===== config.mk =====
export PLATFORM = sky130hd
export DESIGN_NAME = uart_rx
export DESIGN_NICKNAME = d
export VERILOG_FILES = /design/src/rtl/uart_rx.sv
export SDC_FILE = /design/constraint.sdc
export NUM_CORES = 1
export LEC_CHECK = 0
export BUFFER_PORTS_ARGS = -buffer_cell sky130_fd_sc_hd__buf_2
export CAP_MARGIN = 40
export CORE_MARGIN = 10
export CORE_UTILIZATION = 29
export CTS_BUF_LIST = sky130_fd_sc_hd__clkbuf_2 sky130_fd_sc_hd__clkbuf_4 sky130_fd_sc_hd__clkbuf_8
export DETAILED_ROUTE_END_ITERATION = 8
export SETUP_SLACK_MARGIN = 0.15
export SLEW_MARGIN = 20
export SYNTH_ARGS = -nofsm -noshare
export SYNTH_HDL_FRONTEND = slang
export SYNTH_SLANG_ARGS = --single-unit
export TNS_END_PERCENT = 10

===== constraint.sdc =====
create_clock -name I_clk -period 2.4 [get_ports I_clk]
set_clock_uncertainty 0.05 [all_clocks]
set_input_delay 0.48 -clock I_clk [delete_from_list [all_inputs] [get_ports I_clk]]
set_output_delay 0.48 -clock I_clk [all_outputs]
set_load 0.01 [all_outputs]

===== src/rtl/uart_rx.sv =====
// uart_rx: 8-bit, LSB-first asynchronous serial receiver with a one-entry valid/ready holding register.
// Define UART_RX_PARITY_EN to add an even-parity bit between the data bits and the stop bit.
module uart_rx #(
  parameter int CLK_FREQ  = 27_000_000,
  parameter int BAUD_RATE = 115200
) (
  input  logic       I_clk,
  input  logic       I_rst_n,
  input  logic       I_rx,
  output logic [7:0] O_data,
  output logic       O_valid,
  input  logic       I_ready,
  output logic       O_busy,
  output logic       O_frame_err,
  output logic       O_overrun,
  output logic       O_parity_err
);

  localparam int CLKS_PER_BIT = (CLK_FREQ + BAUD_RATE / 2) / BAUD_RATE;
  localparam int HALF_BIT     = CLKS_PER_BIT / 2;
  localparam int CW           = $clog2(CLKS_PER_BIT);
  localparam logic [CW-1:0] BIT_LAST  = CW'(CLKS_PER_BIT - 1);
  localparam logic [CW-1:0] HALF_LAST = CW'(HALF_BIT - 1);

  generate
    if (CLKS_PER_BIT < 4) begin : g_cpb_too_small
      $error("uart_rx: CLKS_PER_BIT must be at least 4");
    end
  endgenerate

  typedef enum logic [2:0] {
    S_IDLE      = 3'd0,
    S_START     = 3'd1,
    S_DATA      = 3'd2,
    S_STOP      = 3'd3,
    S_WAIT_HIGH = 3'd4
`ifdef UART_RX_PARITY_EN
    ,
    S_PARITY    = 3'd5
`endif
  } state_t;

  // Handshake: a byte moves to the consumer on every I_clk edge where
  // O_valid & I_ready; O_data is stable while O_valid is high.

  logic          r_rx_meta;
  logic          r_rx_s;
  state_t        r_state;
  state_t        w_next_state;
  logic [CW-1:0] r_cnt;
  logic [2:0]    r_bit_cnt;
  logic [7:0]    r_shift;
  logic          w_sample;
  logic          w_shift_en;
  logic          w_stop_sample;
  logic          w_busy;
  logic          w_par_ok;
  logic          r_stop_ok;
  logic          r_stop_bad;
  logic          r_valid;
  logic [7:0]    r_data;
  logic          r_frame_err;
  logic          r_overrun;

  // Synchroniser resets high so leaving reset never looks like a start bit.
  always_ff @(posedge I_clk or negedge I_rst_n) begin
    if (!I_rst_n) begin
      r_rx_meta <= 1'b1;
      r_rx_s    <= 1'b1;
    end else begin
      r_rx_meta <= I_rx;
      r_rx_s    <= r_rx_meta;
    end
  end

  always_ff @(posedge I_clk or negedge I_rst_n) begin
    if (!I_rst_n) r_state <= S_IDLE;
    else          r_state <= w_next_state;
  end

  always_comb begin
    w_next_state = r_state;
    case (r_state)
      S_IDLE:      if (!r_rx_s) w_next_state = S_START;
      S_START:     if (w_sample) w_next_state = r_rx_s ? S_IDLE : S_DATA;
`ifdef UART_RX_PARITY_EN
      S_DATA:      if (w_sample && (r_bit_cnt == 3'd7)) w_next_state = S_PARITY;
      S_PARITY:    if (w_sample) w_next_state = S_STOP;
`else
      S_DATA:      if (w_sample && (r_bit_cnt == 3'd7)) w_next_state = S_STOP;
`endif
      S_STOP:      if (w_sample) w_next_state = r_rx_s ? S_IDLE : S_WAIT_HIGH;
      S_WAIT_HIGH: if (r_rx_s) w_next_state = S_IDLE;
      default:     w_next_state = S_IDLE;
    endcase
  end

  always_comb begin
    w_sample      = 1'b0;
    w_shift_en    = 1'b0;
    w_stop_sample = 1'b0;
    w_busy        = 1'b1;
    case (r_state)
      S_IDLE:      w_busy = 1'b0;
      S_WAIT_HIGH: w_busy = 1'b0;
      S_START:     w_sample = (r_cnt == HALF_LAST);
      S_DATA: begin
        w_sample   = (r_cnt == BIT_LAST);
        w_shift_en = (r_cnt == BIT_LAST);
      end
`ifdef UART_RX_PARITY_EN
      S_PARITY:    w_sample = (r_cnt == BIT_LAST);
`endif
      S_STOP: begin
        w_sample      = (r_cnt == BIT_LAST);
        w_stop_sample = (r_cnt == BIT_LAST);
      end
      default:     w_busy = 1'b0;
    endcase
  end

  // The baud counter restarts on every state change and at each sample point.
  always_ff @(posedge I_clk or negedge I_rst_n) begin
    if (!I_rst_n) begin
      r_cnt     <= '0;
      r_bit_cnt <= 3'd0;
      r_shift   <= 8'd0;
    end else begin
      if ((w_next_state != r_state) || w_sample || !w_busy) r_cnt <= '0;
      else                                                  r_cnt <= r_cnt + 1'b1;
      if (r_state != S_DATA) r_bit_cnt <= 3'd0;
      else if (w_sample)     r_bit_cnt <= r_bit_cnt + 3'd1;
      if (w_shift_en) r_shift <= {r_rx_s, r_shift[7:1]};
    end
  end

`ifdef UART_RX_PARITY_EN
  logic r_par_bit;
  logic r_par_bad;
  logic r_parity_err;

  assign w_par_ok = ((^r_shift) == r_par_bit);

  always_ff @(posedge I_clk or negedge I_rst_n) begin
    if (!I_rst_n) begin
      r_par_bit    <= 1'b0;
      r_par_bad    <= 1'b0;
      r_parity_err <= 1'b0;
    end else begin
      if ((r_state == S_PARITY) && w_sample) r_par_bit <= r_rx_s;
      // A bad stop bit wins over a parity mismatch.
      r_par_bad    <= w_stop_sample & r_rx_s & ~w_par_ok;
      r_parity_err <= r_par_bad;
    end
  end

  assign O_parity_err = r_parity_err;
`else
  assign w_par_ok     = 1'b1;
  assign O_parity_err = 1'b0;
`endif

  always_ff @(posedge I_clk or negedge I_rst_n) begin
    if (!I_rst_n) begin
      r_stop_ok   <= 1'b0;
      r_stop_bad  <= 1'b0;
      r_valid     <= 1'b0;
      r_data      <= 8'd0;
      r_frame_err <= 1'b0;
      r_overrun   <= 1'b0;
    end else begin
      r_stop_ok   <= w_stop_sample & r_rx_s & w_par_ok;
      r_stop_bad  <= w_stop_sample & ~r_rx_s;
      r_frame_err <= r_stop_bad;
      r_overrun   <= r_stop_ok & r_valid & ~I_ready;
      // A consumer taking the old byte in the delivery cycle frees the slot for the new one.
      if (r_stop_ok && (!r_valid || I_ready)) begin
        r_valid <= 1'b1;
        r_data  <= r_shift;
      end else if (r_valid && I_ready) begin
        r_valid <= 1'b0;
      end
    end
  end

  assign O_data      = r_data;
  assign O_valid     = r_valid;
  assign O_busy      = w_busy;
  assign O_frame_err = r_frame_err;
  assign O_overrun   = r_overrun;

endmodule


==> results of run 1 <==
## worst paths after layout
kind	endpoint	depth (start not counted)	start	slack (ps)
setup / recovery	r_shift[1]$_DFFE_PN0P_	6	r_cnt[1]$_DFF_PN0_	370
hold / removal	r_state[2]$_DFF_PN0_	1	I_rst_n	10
setup reg to reg	r_shift[1]$_DFFE_PN0P_	6	r_cnt[1]$_DFF_PN0_	370
hold reg to reg	r_rx_s$_DFF_PN1_	0	r_rx_meta$_DFF_PN1_	310
max in group asynchronous	r_bit_cnt[0]$_DFFE_PN0P_	2	I_rst_n	1850
min in group I_clk	r_rx_meta$_DFF_PN1_	1	I_rx	240
## per-stage QoR
| step | setup WS, ps | instance area, um2 | hold WS [ps] |
|---|---|---|---|
| after CTS | 369.3 | 1838 | 224.7 |
| final | 371.4 | 1858 | 14.62 |
| after global routing | 233.6 | 1858 | 24.67 |
| after floorplan | 482.8 | 1608 | 134.4 |
| after global placement | 437.4 | 1742 | 285.5 |
| after detailed placement | 368.0 | 1742 | 298.4 |
## routing by layer
metal / global-route usage / routed length, um / vias up
met5: 0 / 0 / -
met4: 0.02993 / 42 / 0
met3: 0.03093 / 202 / 8
met2: 0.1013 / 1248 / 19
met1: 0.08659 / 1312 / 476
li1: - / - / 471
## sequential cells by signal (all words and copies together) (netlist names)
| name | cells |
|---|---|
| O_overrun | 1 |
| r_bit_cnt | 3 |
| r_shift | 8 |
| r_rx_s | 1 |
| O_data | 8 |
| r_stop_bad | 1 |
| r_rx_meta | 1 |
| O_valid | 1 |
| r_state | 3 |
| r_stop_ok | 1 |
| r_cnt | 8 |
| O_frame_err | 1 |
## worst register-to-register path, delay by kind of cell (launching register included)
kind,cells,cell delay (ps)
AND/OR/NAND/NOR,3,930
flip-flops,1,410
multiplexers,1,320
adder cells (fa/ha/maj),1,130
buffers and inverters,1,90
## kinds of logic (layout without fill, tap and decap cells)
group,Yosys count,after routing,synth area share
AOI/OAI and AO/OA,7,7,0.02646
buffers and inverters,11,32,0.04047
xor gates and xnor gates,6,6,0.03268
adders and majority gates,5,5,0.03891
other,1,1,0.002332
and+or+nand+nor,42,42,0.1448
DFF,37,37,0.5774
muxes,17,17,0.1370
## final cells by class
cell class | count | area, um2 | share of cell area
timing repair buffer | 17 | 102.6 | 0.05522
inverter | 7 | 26.28 | 0.01414
tap | 72 | 90.09 | 0.04848
clock buffer | 6 | 82.58 | 0.04444
multi-input combinational | 78 | 614.3 | 0.3306
sequential | 37 | 928.4 | 0.4997
clock inverter | 2 | 13.76 | 0.007407
## synthesized netlist by cell type (3+ instances only)
master and n:
inv_1 7, a21oi_1 4, nand3_1 6, dfrtp_1 35, ha_1 5, mux2_2 8, mux2_4 8, nor2_1 11
and3_1 3, xor2_1 4, nand2_1 5, nand4_1 9
## power by group
group	switching [uW]	internal, uW	leakage, uW
clock	225	233	0.0000512
combinational	13.9	5.37	0.000384
sequential	1.50	626	0.000495
total	240	864	0.000931
==> metrics.txt, run 1 <==
status finished clean; Remaining DRCs 0; Synth Cell Area around 0.0016 mm2; Synth Instances between 100 and 150; post-synth top area cell dfrtp_1; crit path kind register to register; synthesized net count between 100 and 150; post-synthesis sequential area ratio 0.5774; Total Routed Length between 2000 and 3000 um; post-DR wirelength/cell between 10 and 15 um; CTS H-tree lvls 2; Fmax 0.4930 GHz; IO Count 17; CTS Buffer Depth 2; PostCTS Resize Cnt 0; PortBufs 15; largest net degree at the start of global routing 38; ant diodes 0; DRT antenna net count 0; CP top delay family simple AND/OR/NAND/NOR gates; leakage 0.0009309 uW; crit-path max FO 8; root buffer cell clkbuf_8; max-slew violation count 0; post-route insts no fill roughly 220; FFs w/ async S/R, synth 1.000; Worst-path clk slew 80 ps; Rows 27; CP max stage cell dfrtp_1; post-synth top area share 0.5447; # nets final 155; hpwl dp about 2000 um; RSZ-0062 raised after global routing false; # clock sinks 37; post-route clock period utilization 0.8452; first-pass GRT wire length approximately 4900 um; min cycle time layout around 2000 ps; worst min-delay path class input port to async pin; setup TNS 0 ps; placed cell count 210; CTS Buf Count 5; Starting Density 0.2956; final setup violation count 0; Pwr per Cell Area around 590 mW/mm2; commonest non-fill, non-tap cell in the layout dfrtp_1; max_cap viols 0; Syn Area/Cell 12.76 um2; First-pass DRT Iterations 4; clock latency on the worst-skew pair around 290 ps; DIE AREA between 0.008 and 0.009 mm2; Post-synth EDFFs 0; Setup Fix Bufs, Post-CTS 0; initial DRC count a little over 50; Die H ~94 um; Synth cell types 30; critical path endpoint category register; CP max stage delay just over 400 ps; Final Power around 1100 uW; predominant post-synthesis flop cell dfrtp_1; DR vias/cell between 4 and 5; vias 974; Critical Path, Cell by Cell inv_1 -> ha_1 -> nor4bb_2 -> and3_1 -> and3_4 -> mux2_4; worst endpoint required time roughly 2500 ps; Synth-to-Final Area Change 15.56%; Yosys warning count 0; die width 94.46 um; CP Launch Type register; Core ar. 0.005439 mm2; final core utilization 0.3416; layout cells sized above 1 0.3129; CTS tree done; CTS Hold Bufs 0; GP Congestion about 0.76; critical path arrival 2160 ps; Seq cells post-synth 37; vias in the first global route between 1000 and 1500; antenna violations before repair 0; synth top area cells dfrtp_1 (54%), mux2_4 (7.5%), mux2_2 (5.6%); commonest non-fill, non-tap cells in the layout dfrtp_1 (35), buf_2 (15), nor2_1 (11); Buf/Inv on CP 1; Peak VDD IR approximately 300 uV; grt ovf 0; Fillers approximately 550; gr usage total 0.06933; Hold Vio Cnt, Final 0
No activity file was read; power rests on OpenSTA's default activity.
==> run 2, diff against run 1 <==
Clock period 2.4 ns to 1.7 ns, I/O delays scaled along.
==> metrics.txt, run 2 (synthesis gave the netlist of run 1 again) <==
status finished with violations; failing checks setup timing; Total Routed Length 3099 um (+10%); CTS tree done; length of routed met2 wiring 1422 um (+14%); routed wl met3 242 um (+20%); crit path kind register to register; max-slew violation count 0 (unchanged); worst endpoint required time 1830 ps (-700 ps); setup ws final -61.60 ps (-433.0 ps); Rows 27 (unchanged); Synth-to-Final Area Change 25.21%; Placement Setup Slack -86.54 ps (-454.5 ps); vias in the first global route 1114 (+8.9%); gr usage total 0.07471 (+0.005383); Worst-path clk slew 80 ps (about the same); min cycle time layout 1762 ps (-267.0 ps); Critical Path, Cell by Cell inv_2 -> ha_4 -> nor4bb_4 -> and3_4 -> and3_4 -> mux2_4; post-DR wirelength/cell 13.42 um (+4.7%); Remaining DRCs 0 (unchanged); commonest non-fill, non-tap cells in the layout dfrtp_1 (35), buf_2 (15), buf_4 (14); First-pass DRT Iterations 4 (unchanged); leakage 0.0009855 uW (+5.9%); first-pass GRT wire length 5250 um (+6.9%); PortBufs 15 (unchanged); max_cap viols 0 (unchanged); CP max stage delay 390 ps (-20 ps); post-route clock period utilization 1.036 (+0.1910); crit-path max FO 8 (unchanged); clock latency on the worst-skew pair 290 ps (about the same); Crit path top cell by count and3_4; CP Launch Type register; critical path endpoint category register; setup TNS -652.0 ps (-652.0 ps); hold_ws 24.91 ps (+10.29 ps); CTS Buffer Depth 2 (unchanged); Sequential cell area 928.4 um2 (unchanged); CTS Buf Count 5 (unchanged); Fillers 526 (-4.9%); IO Count 17 (unchanged); GP Congestion 0.7890 (+3.4%); hpwl dp 1930 um (-1.3%); # clock sinks 37 (unchanged); antenna violations before repair 0 (unchanged); critical path arrival 1890 ps (-270 ps); vias 1072 (+10%); initial DRC count 39 (-24%); grt ovf 0 (unchanged); Pwr per Cell Area 833.5 mW/mm2 (+40%); die width 94.46 um (unchanged); largest net degree at the start of global routing 38 (unchanged); R2R setup slack -60 ps (-430 ps); layout cells sized above 1 0.4277 (+0.1147); Die H 94.46 um (unchanged); DR vias/cell 4.641 (+4.3%); Starting Density 0.2956 (unchanged); worst min-delay path class input port to async pin; multi-input logic area 670.6 um2 (+9.2%); Top Metal Used met4; placed cell count 220 (+4.8%); final setup violation count 17 (+17); Peak VDD IR 526.5 uV (+78%); Fmax 0.5677 GHz (+15%); ant diodes 0 (unchanged); met1 wire length 1362 um (+3.8%); CP max stage cell dfrtp_1; root buffer cell clkbuf_8; DIE AREA 0.008923 mm2 (unchanged); Hold Vio Cnt, Final 0 (unchanged); worst reg2reg path startpoint r_cnt[1]$_DFF_PN0_; RSZ-0062 raised after global routing true; post-route insts no fill 231 (+5.5%); DRT antenna net count 0 (unchanged); CTS H-tree lvls 2 (unchanged); Core ar. 0.005439 mm2 (unchanged); R2R cell count 6 (unchanged); commonest non-fill, non-tap cell in the layout dfrtp_1; # nets final 167 (+7.7%); r2r endpoint r_shift[6]$_DFFE_PN0P_
run 2: changes by cell type in the layout (fill, tap and decap cells not counted), moves of 2 or more:
| cell | delta |
|---|---|
| ha_4 | +2 |
| inv_1 | -3 |
| ha_1 | -2 |
| buf_4 | +13 |
| inv_2 | +2 |
run 2: how the worst max path moves through the flow:
stage | from | end | slack, ps | cells past startpoint
final | r_cnt[1]$_DFF_PN0_ | r_shift[6]$_DFFE_PN0P_ | -60 | 6
after global routing | r_cnt[1]$_DFF_PN0_ | r_shift[5]$_DFFE_PN0P_ | -140 | 6
after global placement | r_cnt[1]$_DFF_PN0_ | r_shift[5]$_DFFE_PN0P_ | -30 | 6
after floorplan | r_cnt[1]$_DFF_PN0_ | r_shift[0]$_DFFE_PN0P_ | -140 | 8
after CTS | r_cnt[1]$_DFF_PN0_ | r_shift[6]$_DFFE_PN0P_ | -70 | 6
after detailed placement | r_cnt[1]$_DFF_PN0_ | r_shift[2]$_DFFE_PN0P_ | -90 | 6
run 2: worst max-delay path: cells and delay by family (launching register included):
family	cells	cell delay [ps]
adders and majority gates	1	120
buffers and inverters	1	80
DFF	1	390
and+or+nand+nor	3	700
muxes	1	310
run 2: timing repair:
action / in CTS / in global routing
gates resized for setup: 9 / 5
setup buffers: 1 / 2
hold buffers: 0 / 0
pin swaps: 4 / 6
endpoints found under the setup margin: 12 / 25
run 2: cell type report:
type,instances,area share
multi-input cells,78,0.3331
flip-flops and latches,37,0.4612
repair buffers,29,0.08950
clock inverters,3,0.02300
well taps,72,0.04475
clock buffers,5,0.03418
inverters,7,0.01429
run 2: stage by stage:
| step | power, uW | utilization | instance area (um2) |
|---|---|---|---|
| 2_1_floorplan | 906.3 | - | 1612 |
| 3_3_place_gp | 927.1 | 0.3340 | 1817 |
| 3_5_place_dp | 927.6 | 0.3340 | 1817 |
| 4_1_cts | 1701 | 0.3635 | 1977 |
| 5_1_grt | 1752 | 0.3701 | 2013 |
| 6_report | 1678 | 0.3701 | 2013 |
run 2: power by group:
group          internal [uW]  switching, uW  total (uW)
clock                    439            330         769
sequential               884           2.18         886
combinational           4.52           18.3        22.8
total                   1330            351        1680
run 2: per-layer routing:
metal / global-route usage / up-vias
li1: - / 497
met2: 0.1167 / 30
met1: 0.08608 / 531
met4: 0.03367 / 0
met5: 0 / -
met3: 0.03410 / 14
==> run 3, diff against run 2 <==
Settings changed: ABC_AREA set to 0, CORE_UTILIZATION 29 to 36.
==> metrics.txt, run 3 (synthesis gave the netlist of run 1 again) <==
CTS tree done; placed cell count 200 (-9.1%); post-route insts no fill 211 (-8.7%); most used routing layer met2; max_cap viols 0 (unchanged); vias in the first global route 1032 (-7.4%); RSZ-0062 raised after global routing true; Hold Vio Cnt, Final 0 (unchanged); failing checks setup timing; R2R setup slack -60 ps (about the same); Fillers 382 (-27%); commonest non-fill, non-tap cells in the layout dfrtp_1 (35), buf_2 (15), buf_4 (12); Worst-path clk slew 70 ps (about the same); critical path endpoint category register; placed instance area 0.001804 mm2 (-0.69%); hpwl dp 2023 um (+4.8%); Synth-to-Final Area Change 23.74%; Fmax 0.5689 GHz (+0.22%); gr usage total 0.07746 (+0.002748); CP Launch Type register; first-pass GRT wire length 4629 um (-12%); DR vias/cell 4.905 (+5.7%); leakage 0.0009925 uW (+0.71%); CTS Buffer Depth 2 (unchanged); Crit path top cell by count and3_4; Final Power 1695 uW (+1.0%); root buffer cell clkbuf_8; Core ar. 0.004354 mm2 (-20%); CTS Buf Count 5 (unchanged); DRT antenna net count 0 (unchanged); Finished Cell Area 0.001989 mm2 (-1.2%); initial DRC count 40 (+2.6%); critical path arrival 1880 ps (about the same); clock latency on the worst-skew pair 280 ps (about the same); layout cells sized above 1 0.4025 (-0.02516); crit path kind register to register; Remaining DRCs 0 (unchanged); status finished with violations; Total Routed Length 2748 um (-11%); GP Congestion 0.7714 (-2.2%); grt ovf 0 (unchanged); post-DR wirelength/cell 13.02 um (-2.9%); # clock sinks 37 (unchanged); crit-path max FO 8 (unchanged); Buf/Inv on CP 1 (unchanged); First-pass DRT Iterations 4 (unchanged); largest net degree at the start of global routing 21 (-45%); worst endpoint required time 1820 ps (about the same); GR Util met1 0.08613 (about the same); final setup violation count 8 (-9); CP top delay family simple AND/OR/NAND/NOR gates; CP max stage cell dfrtp_1; met3 global-route usage 0.03752 (+0.003424); ant diodes 0 (unchanged); DIE AREA 0.007539 mm2 (-16%); commonest non-fill, non-tap cell in the layout dfrtp_1; setup ws final -57.67 ps (+3.924 ps); # nets final 167 (unchanged); Peak VDD IR 423.0 uV (-20%); antenna violations before repair 0 (unchanged); IO Count 17 (unchanged); post-route clock period utilization 1.034 (-0.002308); Pwr per Cell Area 851.9 mW/mm2 (+2.2%); setup TNS -423.3 ps (+228.7 ps); worst min-delay path class input port to register; Die H 86.83 um (-8.1%); Critical Path, Cell by Cell inv_2 -> ha_4 -> nor4bb_4 -> and3_4 -> and3_4 -> mux2_4; Starting Density 0.3693 (+0.07365); vias 1035 (-3.5%); CP max stage delay 390 ps (about the same); M2 GR Usage 0.1199 (+0.003215); PortBufs 15 (unchanged); min cycle time layout 1758 ps (-3.924 ps); Rows 24 (-11%); max-slew violation count 0 (unchanged); die width 86.83 um (-8.1%); CTS H-tree lvls 2 (unchanged)
==> run 3: layout make-up <==
| type | count | area [um2] | area share |
|---|---|---|---|
| Sequential cell | 37 | 928.4 | 0.4667 |
| Inverter | 7 | 26.28 | 0.01321 |
| Multi-Input combinational cell | 78 | 654.4 | 0.3289 |
| Timing Repair Buffer | 29 | 195.2 | 0.09811 |
| Clock buffer | 6 | 82.58 | 0.04151 |
| Clock inverter | 2 | 37.54 | 0.01887 |
| Tap cell | 52 | 65.06 | 0.03270 |
==> run 3: worst reg2reg max path: stages, from the launching register on <==
cell	delay, ps
dfrtp_1	390
inv_2	80
ha_4	120
nor4bb_4	210
and3_4	230
and3_4	270
mux2_4	310
==> run 3: power breakdown <==
group          internal, uW  total, uW  switching [uW]
Clock                   477        780             303
Sequential              884        886            2.16
Combinational          9.05       28.8            19.7
==> run 3: path summary, 6_finish.rpt <==
| path | from | cells past startpoint | endpoint |
|---|---|---|---|
| setup reg to reg | r_cnt[1]$_DFF_PN0_ | 6 | r_shift[7]$_DFFE_PN0P_ |
| hold reg to reg | r_stop_bad$_DFF_PN0_ | 0 | O_frame_err$_DFF_PN0_ |
| setup / recovery | r_cnt[1]$_DFF_PN0_ | 6 | r_shift[7]$_DFFE_PN0P_ |
| min in group asynchronous | I_rst_n | 2 | O_valid$_DFFE_PN0P_ |
| hold / removal | I_rx | 1 | r_rx_meta$_DFF_PN1_ |
| max in group asynchronous | I_rst_n | 3 | r_cnt[7]$_DFF_PN0_ |
==> run 3: layer usage <==
| metal | vias up | wire length, um |
|---|---|---|
| met2 | 19 | 1326 |
| met1 | 511 | 1173 |
| met4 | 0 | 47 |
| met3 | 5 | 200 |
| met5 | - | 0 |
| li1 | 500 | - |
==> run 3: stage by stage <==
stage	hold slack, ps	utilization	worst slack [ps]
after floorplan	-5.591	-	-138.2
after global placement	246.8	0.4144	-35.32
after detailed placement	261.2	0.4144	-91.10
after CTS	92.63	0.4517	-26.07
after global routing	87.16	0.4569	-155.8
final	105.8	0.4569	-57.67
==> run 3: what timing repair did <==
action / CTS / global route
buffers inserted: 1 / 1
endpoints found under the hold margin: 15 / 0
pin swaps: 3 / 4
gates resized for setup: 6 / 3
hold buffers: 1 / 0
setup endpoints to repair: 12 / 21
